<file path="src/rtl/morse_encoder.sv">
// Morse keyer fed by a UART byte stream; times marks and gaps in units of UNIT_CYCLES clocks.
// Define MORSE_FIFO_EN for a FIFO_DEPTH-entry character FIFO; otherwise one holding register.
module morse_encoder #(
  parameter int UNIT_CYCLES = 6_000_000,
  parameter int FIFO_DEPTH  = 16,
  parameter int CNT_W       = $clog2(7 * UNIT_CYCLES + 1)
) (
  input  logic       clk_i,
  input  logic       reset_i,
  input  logic [7:0] data_i,
  input  logic       valid_i,
  output logic       morse_o,
  output logic       busy_o,
  output logic       full_o,
  output logic       overflow_o
);

  typedef enum logic [2:0] {
    IDLE     = 3'd0,
    LOAD     = 3'd1,
    MARK     = 3'd2,
    GAP      = 3'd3,
    CHAR_GAP = 3'd4,
    WORD_GAP = 3'd5
  } state_t;

  localparam logic [CNT_W-1:0] T1 = CNT_W'(UNIT_CYCLES - 1);
  localparam logic [CNT_W-1:0] T3 = CNT_W'(3 * UNIT_CYCLES - 1);
  localparam logic [CNT_W-1:0] T4 = CNT_W'(4 * UNIT_CYCLES - 1);

  // Returns {length[2:0], pattern[4:0]} with the pattern left-aligned; length 0 = not encodable.
  function automatic logic [7:0] lookup(input logic [7:0] ch);
    logic [7:0] c;
    c = ((ch >= 8'h61) && (ch <= 8'h7A)) ? (ch - 8'h20) : ch;
    case (c)
      8'h41: lookup = {3'd2, 5'b01000};  8'h42: lookup = {3'd4, 5'b10000};
      8'h43: lookup = {3'd4, 5'b10100};  8'h44: lookup = {3'd3, 5'b10000};
      8'h45: lookup = {3'd1, 5'b00000};  8'h46: lookup = {3'd4, 5'b00100};
      8'h47: lookup = {3'd3, 5'b11000};  8'h48: lookup = {3'd4, 5'b00000};
      8'h49: lookup = {3'd2, 5'b00000};  8'h4A: lookup = {3'd4, 5'b01110};
      8'h4B: lookup = {3'd3, 5'b10100};  8'h4C: lookup = {3'd4, 5'b01000};
      8'h4D: lookup = {3'd2, 5'b11000};  8'h4E: lookup = {3'd2, 5'b10000};
      8'h4F: lookup = {3'd3, 5'b11100};  8'h50: lookup = {3'd4, 5'b01100};
      8'h51: lookup = {3'd4, 5'b11010};  8'h52: lookup = {3'd3, 5'b01000};
      8'h53: lookup = {3'd3, 5'b00000};  8'h54: lookup = {3'd1, 5'b10000};
      8'h55: lookup = {3'd3, 5'b00100};  8'h56: lookup = {3'd4, 5'b00010};
      8'h57: lookup = {3'd3, 5'b01100};  8'h58: lookup = {3'd4, 5'b10010};
      8'h59: lookup = {3'd4, 5'b10110};  8'h5A: lookup = {3'd4, 5'b11000};
      8'h30: lookup = {3'd5, 5'b11111};  8'h31: lookup = {3'd5, 5'b01111};
      8'h32: lookup = {3'd5, 5'b00111};  8'h33: lookup = {3'd5, 5'b00011};
      8'h34: lookup = {3'd5, 5'b00001};  8'h35: lookup = {3'd5, 5'b00000};
      8'h36: lookup = {3'd5, 5'b10000};  8'h37: lookup = {3'd5, 5'b11000};
      8'h38: lookup = {3'd5, 5'b11100};  8'h39: lookup = {3'd5, 5'b11110};
      default: lookup = 8'h00;
    endcase
  endfunction

  state_t           state_r, state_next;
  logic [CNT_W-1:0] timer_r, timer_next;
  logic [4:0]       pat_r, pat_next;
  logic [2:0]       len_r, len_next;
  logic             morse_r, overflow_r;
  logic             push_s, pop_s, empty_s, full_s;
  logic [7:0]       head_s, code_s;

  // full is judged on the registered occupancy, so a same-cycle pop never admits a write
  assign push_s = valid_i & ~full_s;
  assign pop_s  = (state_r == LOAD);

`ifdef MORSE_FIFO_EN
  localparam int AW = $clog2(FIFO_DEPTH);
  localparam logic [AW:0] DEPTH_V = (AW + 1)'(FIFO_DEPTH);

  logic [7:0]  mem_r [FIFO_DEPTH];
  logic [AW:0] wptr_r, rptr_r, count_s;

  assign count_s = wptr_r - rptr_r;
  assign full_s  = (count_s == DEPTH_V);
  assign empty_s = (wptr_r == rptr_r);
  assign head_s  = mem_r[rptr_r[AW-1:0]];

  // FIFO pointers; the extra MSB distinguishes full from empty
  always_ff @(posedge clk_i) begin
    if (reset_i) begin
      wptr_r <= '0;
      rptr_r <= '0;
    end else begin
      if (push_s) wptr_r <= wptr_r + {{AW{1'b0}}, 1'b1};
      if (pop_s)  rptr_r <= rptr_r + {{AW{1'b0}}, 1'b1};
    end
  end

  // FIFO storage
  always_ff @(posedge clk_i) begin
    if (push_s) mem_r[wptr_r[AW-1:0]] <= data_i;
  end
`else
  logic [7:0] hold_r;
  logic       hold_vld_r;

  assign full_s  = hold_vld_r;
  assign empty_s = ~hold_vld_r;
  assign head_s  = hold_r;

  // Single holding register; push and pop are exclusive since LOAD implies it is occupied
  always_ff @(posedge clk_i) begin
    if (reset_i) begin
      hold_r     <= 8'h00;
      hold_vld_r <= 1'b0;
    end else if (push_s) begin
      hold_r     <= data_i;
      hold_vld_r <= 1'b1;
    end else if (pop_s) begin
      hold_vld_r <= 1'b0;
    end
  end
`endif

  assign code_s = lookup(head_s);

  // State, timer and element registers
  always_ff @(posedge clk_i) begin
    if (reset_i) begin
      state_r    <= IDLE;
      timer_r    <= '0;
      pat_r      <= 5'd0;
      len_r      <= 3'd0;
      morse_r    <= 1'b0;
      overflow_r <= 1'b0;
    end else begin
      state_r    <= state_next;
      timer_r    <= timer_next;
      pat_r      <= pat_next;
      len_r      <= len_next;
      morse_r    <= (state_next == MARK);
      overflow_r <= overflow_r | (valid_i & full_s);
    end
  end

  // Next-state logic; IDLE also reacts to a write arriving this cycle to save a clock of latency
  always_comb begin
    state_next = state_r;
    timer_next = timer_r;
    pat_next   = pat_r;
    len_next   = len_r;
    case (state_r)
      IDLE: begin
        timer_next = '0;
        if (!empty_s || push_s) state_next = LOAD;
        else                    state_next = IDLE;
      end
      LOAD: begin
        pat_next = code_s[4:0];
        len_next = code_s[7:5];
        if (code_s[7:5] != 3'd0) begin
          state_next = MARK;
          timer_next = code_s[4] ? T3 : T1;
        end else if (head_s == 8'h20) begin
          state_next = WORD_GAP;
          timer_next = T4;
        end else begin
          state_next = IDLE;
        end
      end
      MARK: begin
        if (timer_r != '0) begin
          timer_next = timer_r - {{(CNT_W-1){1'b0}}, 1'b1};
        end else if (len_r > 3'd1) begin
          state_next = GAP;
          timer_next = T1;
          pat_next   = {pat_r[3:0], 1'b0};
          len_next   = len_r - 3'd1;
        end else begin
          state_next = CHAR_GAP;
          timer_next = T3;
        end
      end
      GAP: begin
        if (timer_r != '0) begin
          timer_next = timer_r - {{(CNT_W-1){1'b0}}, 1'b1};
        end else begin
          state_next = MARK;
          timer_next = pat_r[4] ? T3 : T1;
        end
      end
      CHAR_GAP, WORD_GAP: begin
        if (timer_r != '0) timer_next = timer_r - {{(CNT_W-1){1'b0}}, 1'b1};
        else               state_next = IDLE;
      end
      default: begin
        state_next = IDLE;
        timer_next = '0;
      end
    endcase
  end

  assign morse_o    = morse_r;
  assign busy_o     = (state_r != IDLE) | ~empty_s;
  assign full_o     = full_s;
  assign overflow_o = overflow_r;

endmodule

</file>
<file path="config.mk">
export PLATFORM = sky130hd
export DESIGN_NAME = morse_encoder
export DESIGN_NICKNAME = d
export VERILOG_FILES = /design/src/rtl/morse_encoder.sv
export SDC_FILE = /design/constraint.sdc
export NUM_CORES = 1
export LEC_CHECK = 0
export CORE_ASPECT_RATIO = 1.1
export CORE_UTILIZATION = 36
export DETAILED_ROUTE_END_ITERATION = 7
export SLEW_MARGIN = 20
export SYNTH_ARGS = -nofsm -noshare
export SYNTH_HDL_FRONTEND = slang
export SYNTH_SLANG_ARGS = --single-unit
</file>
<file path="constraint.sdc">
create_clock -name clk_i -period 4.2 [get_ports clk_i]
set_input_delay 0.84 -clock clk_i [delete_from_list [all_inputs] [get_ports clk_i]]
set_output_delay 0.84 -clock clk_i [all_outputs]
set_load 0.005 [all_outputs]
</file>
==> reports/metrics.yaml, run 1 <==
status:
  outcome: "finished, final reports clean"
power:
  vdd_drop_max_mv: 0.156
  p_leak_nw: 1.32
  powerDensity_mw_per_mm2: 383
clocking:
  post_cts_buffers: 0
  root_buffer: "clkbuf_8"
  cts_max_level: 2
  cts_resized: 0
  worstSkewPairLatency_ns: 0.31
  cts_buffers: 5
  clkTransAtPathRegs_ns: 0.10
  clk_path_buf_depth: 2
  hold_buffers: 0
  cts_sinks: 48
  cts_tree: "done"
synthesis:
  synth_ff_type: "dfxtp_1"
  yosys-top-cells-area: "dfxtp_1, nor2_1, a21oi_1"
  synth-compound-area-share_pct: 31.3
  syn_area_per_cell_sq_um: 7.55
  async_flop_share_pct: 0
  netlist_instances: 449
  synth_fa_ha_area_share_pct: 4.43
  synth-edff-count: 0
  synth_fp_nets: 472
  synthesis.area_sq_mm: 0.00339
  yosysTopAreaCell: "dfxtp_1"
  yosysSeqAreaShare_pct: 28.3
  synth-simple-area-share_pct: 26.3
  synth_xor_area_share_pct: 1.81
  synthDistinctLibCells: 70
  synth_mux_area_share_pct: 2.40
  synth_seq_cells: 48
  synth_top_area_share_pct: 28.3
  synth_warnings: 0
  synth_top_family_by_area: "compound AO/OA/AOI/OAI gates"
sta:
  hold_slack_ns: 0.463
  fin_tns_setup_ns: 0
  final.period_utilization_pct: 82.1
  rsz0062_at_grt: "no"
  tightest_slew_ns: 0.901
  period_needed_ns: 3.45
  hold_violations: 0
  slew-limit-headroom_pct: 39.9
  fin_skew_ns: 0.0168
  finalSetupViolCount: 0
  fmax_mhz: 290
  slew_viol_final: 0
setup_path:
  crit_path_start_kind: "flip-flop"
  timing.rr.start: "head_s[1]"
  cp-end-kind: "flip-flop"
  worstSetupPathType: "reg2reg"
  crit_fanout: 18
  cp.arrival_ns: 3.68
  critPathRequiredTime_ns: 4.43
  startpoint: "head_s[1]"
cells_and_area:
  nNetsFinal: 472
  n_fill_cell: 933
  utilization_pct: 40.9
  area_delta_synth_final_pct: 8.78
  diodes: 0
  post_route_cells_drive_above_1_share_pct: 6.89
  multiInputGateArea_sq_mm: 0.00224
  seq_area_sq_um: 961
global_routing:
  antenna_found_initial: 0
  grt_max_degree: 30
  grtUsageTotal_pct: 19.7
  grt_pass1_vias: 3075
  grt_pass1_wl_um: 15600
  grt_overflow_total: 0
floorplan:
  rows: 36
  core_sq_mm: 0.00901
  die-area_sq_mm: 0.00981
  die_height_um: 104
  pin_count: 15
  initial_core_util_pct: 37.6
  chipWidth_um: 94.5
drt:
  vias: 3333
  first_iter_violations: 334
  viasPerCell: 5.91
  wl_um: 9090
  wl_per_cell_um: 16.1
  drt_first_pass_iters: 5
  final_antenna_net_count: 0
  drc: 0
placement:
  io_buffers: 14
  hpwl_um: 6450
  routabilityCongestion: 0.886
worst_hold_path:
  hold_path_startpoint: "pat_r[0]"
  min_path_type: "reg2reg"
flow_run:
  max-cap-violations: 0
report_power, final:
group / internal, W / switching, W / leakage (nW)
clock network: 0.000180 / 0.000175 / 0.0548
logic: 0.000193 / 0.000338 / 0.874
registers: 0.000485 / 0.0000415 / 0.391
final timing paths:
check	slack [ns]	to	cells after the start
worst min register to register	0.46	pat_r[0]	2
worst min-delay path	0.46	pat_r[0]	2
worst max register to register	0.75	timer_r[24]	10
worst max-delay path	0.75	timer_r[24]	10
area by class of cell:
class,instances,share of cell area (%)
clock inverters,3,1.26
inverters,17,1.73
clock buffers,5,1.87
well taps,114,3.87
flip-flops and latches,48,26.1
multi-input cells,360,60.8
repair buffers,17,4.41
state kept, by name, summed over array words and instances (netlist names):
name	flops
full_o	1
head_s	8
len_r	3
morse_o	1
overflow_o	1
pat_r	5
state_r	3
timer_r	26
per-layer routing:
metal	routed length, um	track usage, %
met2	4000	28.9
met5	0	0
met1	4480	30.0
met3	504	2.72
met4	98	4.22
cells in the mapped netlist, drive strengths merged (5+ instances only):
cell,instances
a211oi,9
a21oi,43
a311oi,5
a31oi,8
a32o,7
buf,13
clkbuf,11
dfxtp,48
ha,12
inv,17
mux2i,7
nand2,35
nand2b,9
nand3,7
nand4,6
nor2,60
nor2b,5
nor3,24
o211ai,7
o21ai,38
o2bb2ai,6
o31ai,6
or2,5
or4,6
xnor2,5
cell families after synthesis:
kind of cell,after synthesis
buffers and inverters,41
adders and majority gates,12
xor gates and xnor gates,7
and+or+nand+nor,177
DFF,48
muxes,8
AOI/OAI and AO/OA,156
critical path, stage by stage (launching register included):
cell and delay [ns]:
dfxtp_1 0.59, inv_1 0.22, ha_1 0.32, mux2_2 0.27
o32ai_1 0.13, a311oi_1 0.12, a31o_1 0.29, a22o_1 0.32
a22oi_4 0.54, nand2_2 0.27, a221oi_2 0.30
cells in the final DEF, fill, tap and decap left out, drive strengths merged, types with 2 or more instances in the layout:
master | Yosys | final
o31ai | 6 | 6
clkdlybuf4s50 | 0 | 14
xor2 | 2 | 2
or4 | 6 | 6
and2 | 3 | 3
o21ai | 38 | 38
nor3 | 24 | 24
mux2i | 7 | 7
nand4 | 6 | 6
o211ai | 7 | 7
a21oi | 43 | 43
nand3 | 7 | 7
nor4 | 4 | 4
a32o | 7 | 7
ha | 12 | 12
a22oi | 4 | 4
o32ai | 3 | 3
nand2b | 9 | 9
or2 | 5 | 5
nor3b | 2 | 2
a32oi | 2 | 2
xnor2 | 5 | 5
dfxtp | 48 | 48
nor2b | 5 | 5
o21a | 3 | 3
o2bb2ai | 6 | 6
clkbuf | 11 | 5
and4 | 2 | 2
nor2 | 60 | 60
a221oi | 4 | 4
nand2 | 35 | 35
o31a | 3 | 3
buf | 13 | 3
a211oi | 9 | 9
or3 | 4 | 4
inv | 17 | 18
a311oi | 5 | 5
a31oi | 8 | 8
metrics by stage:
stage / worst slack, ns / instance area [sq um] / power (W) / std cells
final: 0.751 / 3690 / 0.00141 / 564
after global routing: 0.364 / 3690 / 0.00150 / 564
after CTS: 0.774 / 3690 / 0.00141 / 564
after detailed placement: 0.782 / 3570 / 0.00106 / 556
after global placement: 0.959 / 3570 / 0.00106 / 556
after floorplan: 1.45 / 3390 / 0.000942 / 449
(Power assumes the default switching activity.)
==> run 2, diff against run 1 <==
clock period = 2.96 ns   (was 4.2 ns; I/O delays follow)
==> reports/metrics.yaml, run 2 (synthesized netlist as in run 1, its figures left out) <==
sta:
  fin_skew_ns: 0.0137
  tightest_slew_ns: 0.854
  slew_viol_final: 0
  fmax_mhz: 362
  finalSetupViolCount: 0
  hold_violations: 0
  final.period_utilization_pct: 93.4
  slew-limit-headroom_pct: 42.9
  fin_tns_setup_ns: 0
  rsz0062_at_grt: "no"
  period_needed_ns: 2.77
  fin_ws_ns: 0.195
drt:
  first_iter_violations: 270
  viasPerCell: 5.84
  final_antenna_net_count: 0
  drc: 0
  wl_per_cell_um: 16.0
  wl_um: 9350
  vias: 3418
  drt_first_pass_iters: 5
clocking:
  cts_tree: "done"
  cts_max_level: 2
  cts_buffers: 5
  root_buffer: "clkbuf_8"
  hold_buffers: 0
  worstSkewPairLatency_ns: 0.32
  clk_path_buf_depth: 2
  cts_sinks: 48
  clkTransAtPathRegs_ns: 0.09
floorplan:
  die_height_um: 104
  rows: 36
  die-area_sq_mm: 0.00981
  pin_count: 15
  chipWidth_um: 94.5
  core_sq_mm: 0.00901
  initial_core_util_pct: 37.6
global_routing:
  grt_overflow_total: 0
  grtUsageTotal_pct: 20.2
  grt_pass1_vias: 3148
  antenna_found_initial: 0
  grt_max_degree: 30
  grt_pass1_wl_um: 15900
cells_and_area:
  final_common_cell: "nor2_1"
  final_cell_mix: "nor2_1, dfxtp_1, a21oi_1, nand2_1, o21ai_0"
  area_delta_synth_final_pct: 13.4
  largest_reg_flops: 26
  nNetsFinal: 493
  diodes: 0
  regMostFlops: "timer_r"
  post_route_cells_drive_above_1_share_pct: 11.3
flow_run:
  max-cap-violations: 0
power:
  p_leak_nw: 1.41
  power.net_switching_w: 0.000798
  clock_power_share_pct: 22.0
  internal-power_w: 0.00120
  p_sw_share_pct: 40.0
  seq_power_share_pct: 36.9
  powerDensity_mw_per_mm2: 518
  vdd_drop_max_mv: 0.257
  combPwrFrac_pct: 41.1
worst_hold_path:
  min_path_type: "reg2reg"
placement:
  pre_cts_ws_ns: 0.114
  hpwl_um: 6810
  io_buffers: 14
  routabilityCongestion: 0.912
setup_path:
  critPathRequiredTime_ns: 3.18
  cp.arrival_ns: 2.98
  worstSetupPathType: "reg2reg"
  crit_path_start_kind: "flip-flop"
  crit_fanout: 6
  cp-end-kind: "flip-flop"
status:
  outcome: "finished, final reports clean"
run 2: power groups by stage:
stage	Combinational (W)	Sequential (W)	Clock [W]
after floorplan	0.000605	0.000732	0
after global placement	0.000791	0.000748	0
after detailed placement	0.000792	0.000749	0
after CTS	0.000796	0.000734	0.000446
after global routing	0.000910	0.000743	0.000471
final	0.000820	0.000735	0.000438
run 2: final cells by class:
type                            count  area, sq um
Fill cell                         939         5160
Multi-Input combinational cell    360         2250
Sequential cell                    48          961
Timing Repair Buffer               38          333
Tap cell                          114          143
Clock buffer                        6         82.6
Inverter                           17         63.8
Clock inverter                      2         15.0
run 2: final timing paths:
path | slack [ns] | start | depth (start not counted) | to
max | 0.19 | head_s[0] | 10 | timer_r[15]
min | 0.46 | pat_r[0] | 2 | pat_r[0]
max reg2reg | 0.19 | head_s[0] | 10 | timer_r[15]
min reg2reg | 0.46 | pat_r[0] | 2 | pat_r[0]
run 2: metal layers:
metal  global-route usage [%]  wire length (um)  vias up
met3                     2.72               426       16
met4                     6.82               185        0
met2                     29.6              4040       94
met1                     30.0              4700     1598
met5                        0                 0        -
li1                         -                 -     1710
run 2: critical path, cell delays in order (launching register included):
cell	delay, ns
dfxtp_1	0.34
inv_1	0.11
ha_1	0.29
mux2_2	0.15
o32ai_1	0.07
a311oi_1	0.44
a31o_1	0.24
a21oi_1	0.19
a22oi_1	0.46
o31ai_1	0.15
a32o_1	0.23
run 2: timing repair:
item,4_1_cts,5_1_grt
endpoints found under the setup margin,0,13
resized for setup,0,1
setup buffers,0,2
run 2: stage by stage:
step / hold WS (ns) / cell area [sq um] / total power, W / instances / utilization, %
global placement: 0.446 / 3720 / 0.00154 / 575 / 41.3
detailed placement: 0.447 / 3720 / 0.00154 / 575 / 41.3
floorplan: 0.432 / 3390 / 0.00134 / 449 / -
global route: 0.491 / 3840 / 0.00212 / 585 / 42.7
finish: 0.458 / 3840 / 0.00199 / 585 / 42.7
CTS: 0.459 / 3810 / 0.00198 / 583 / 42.3
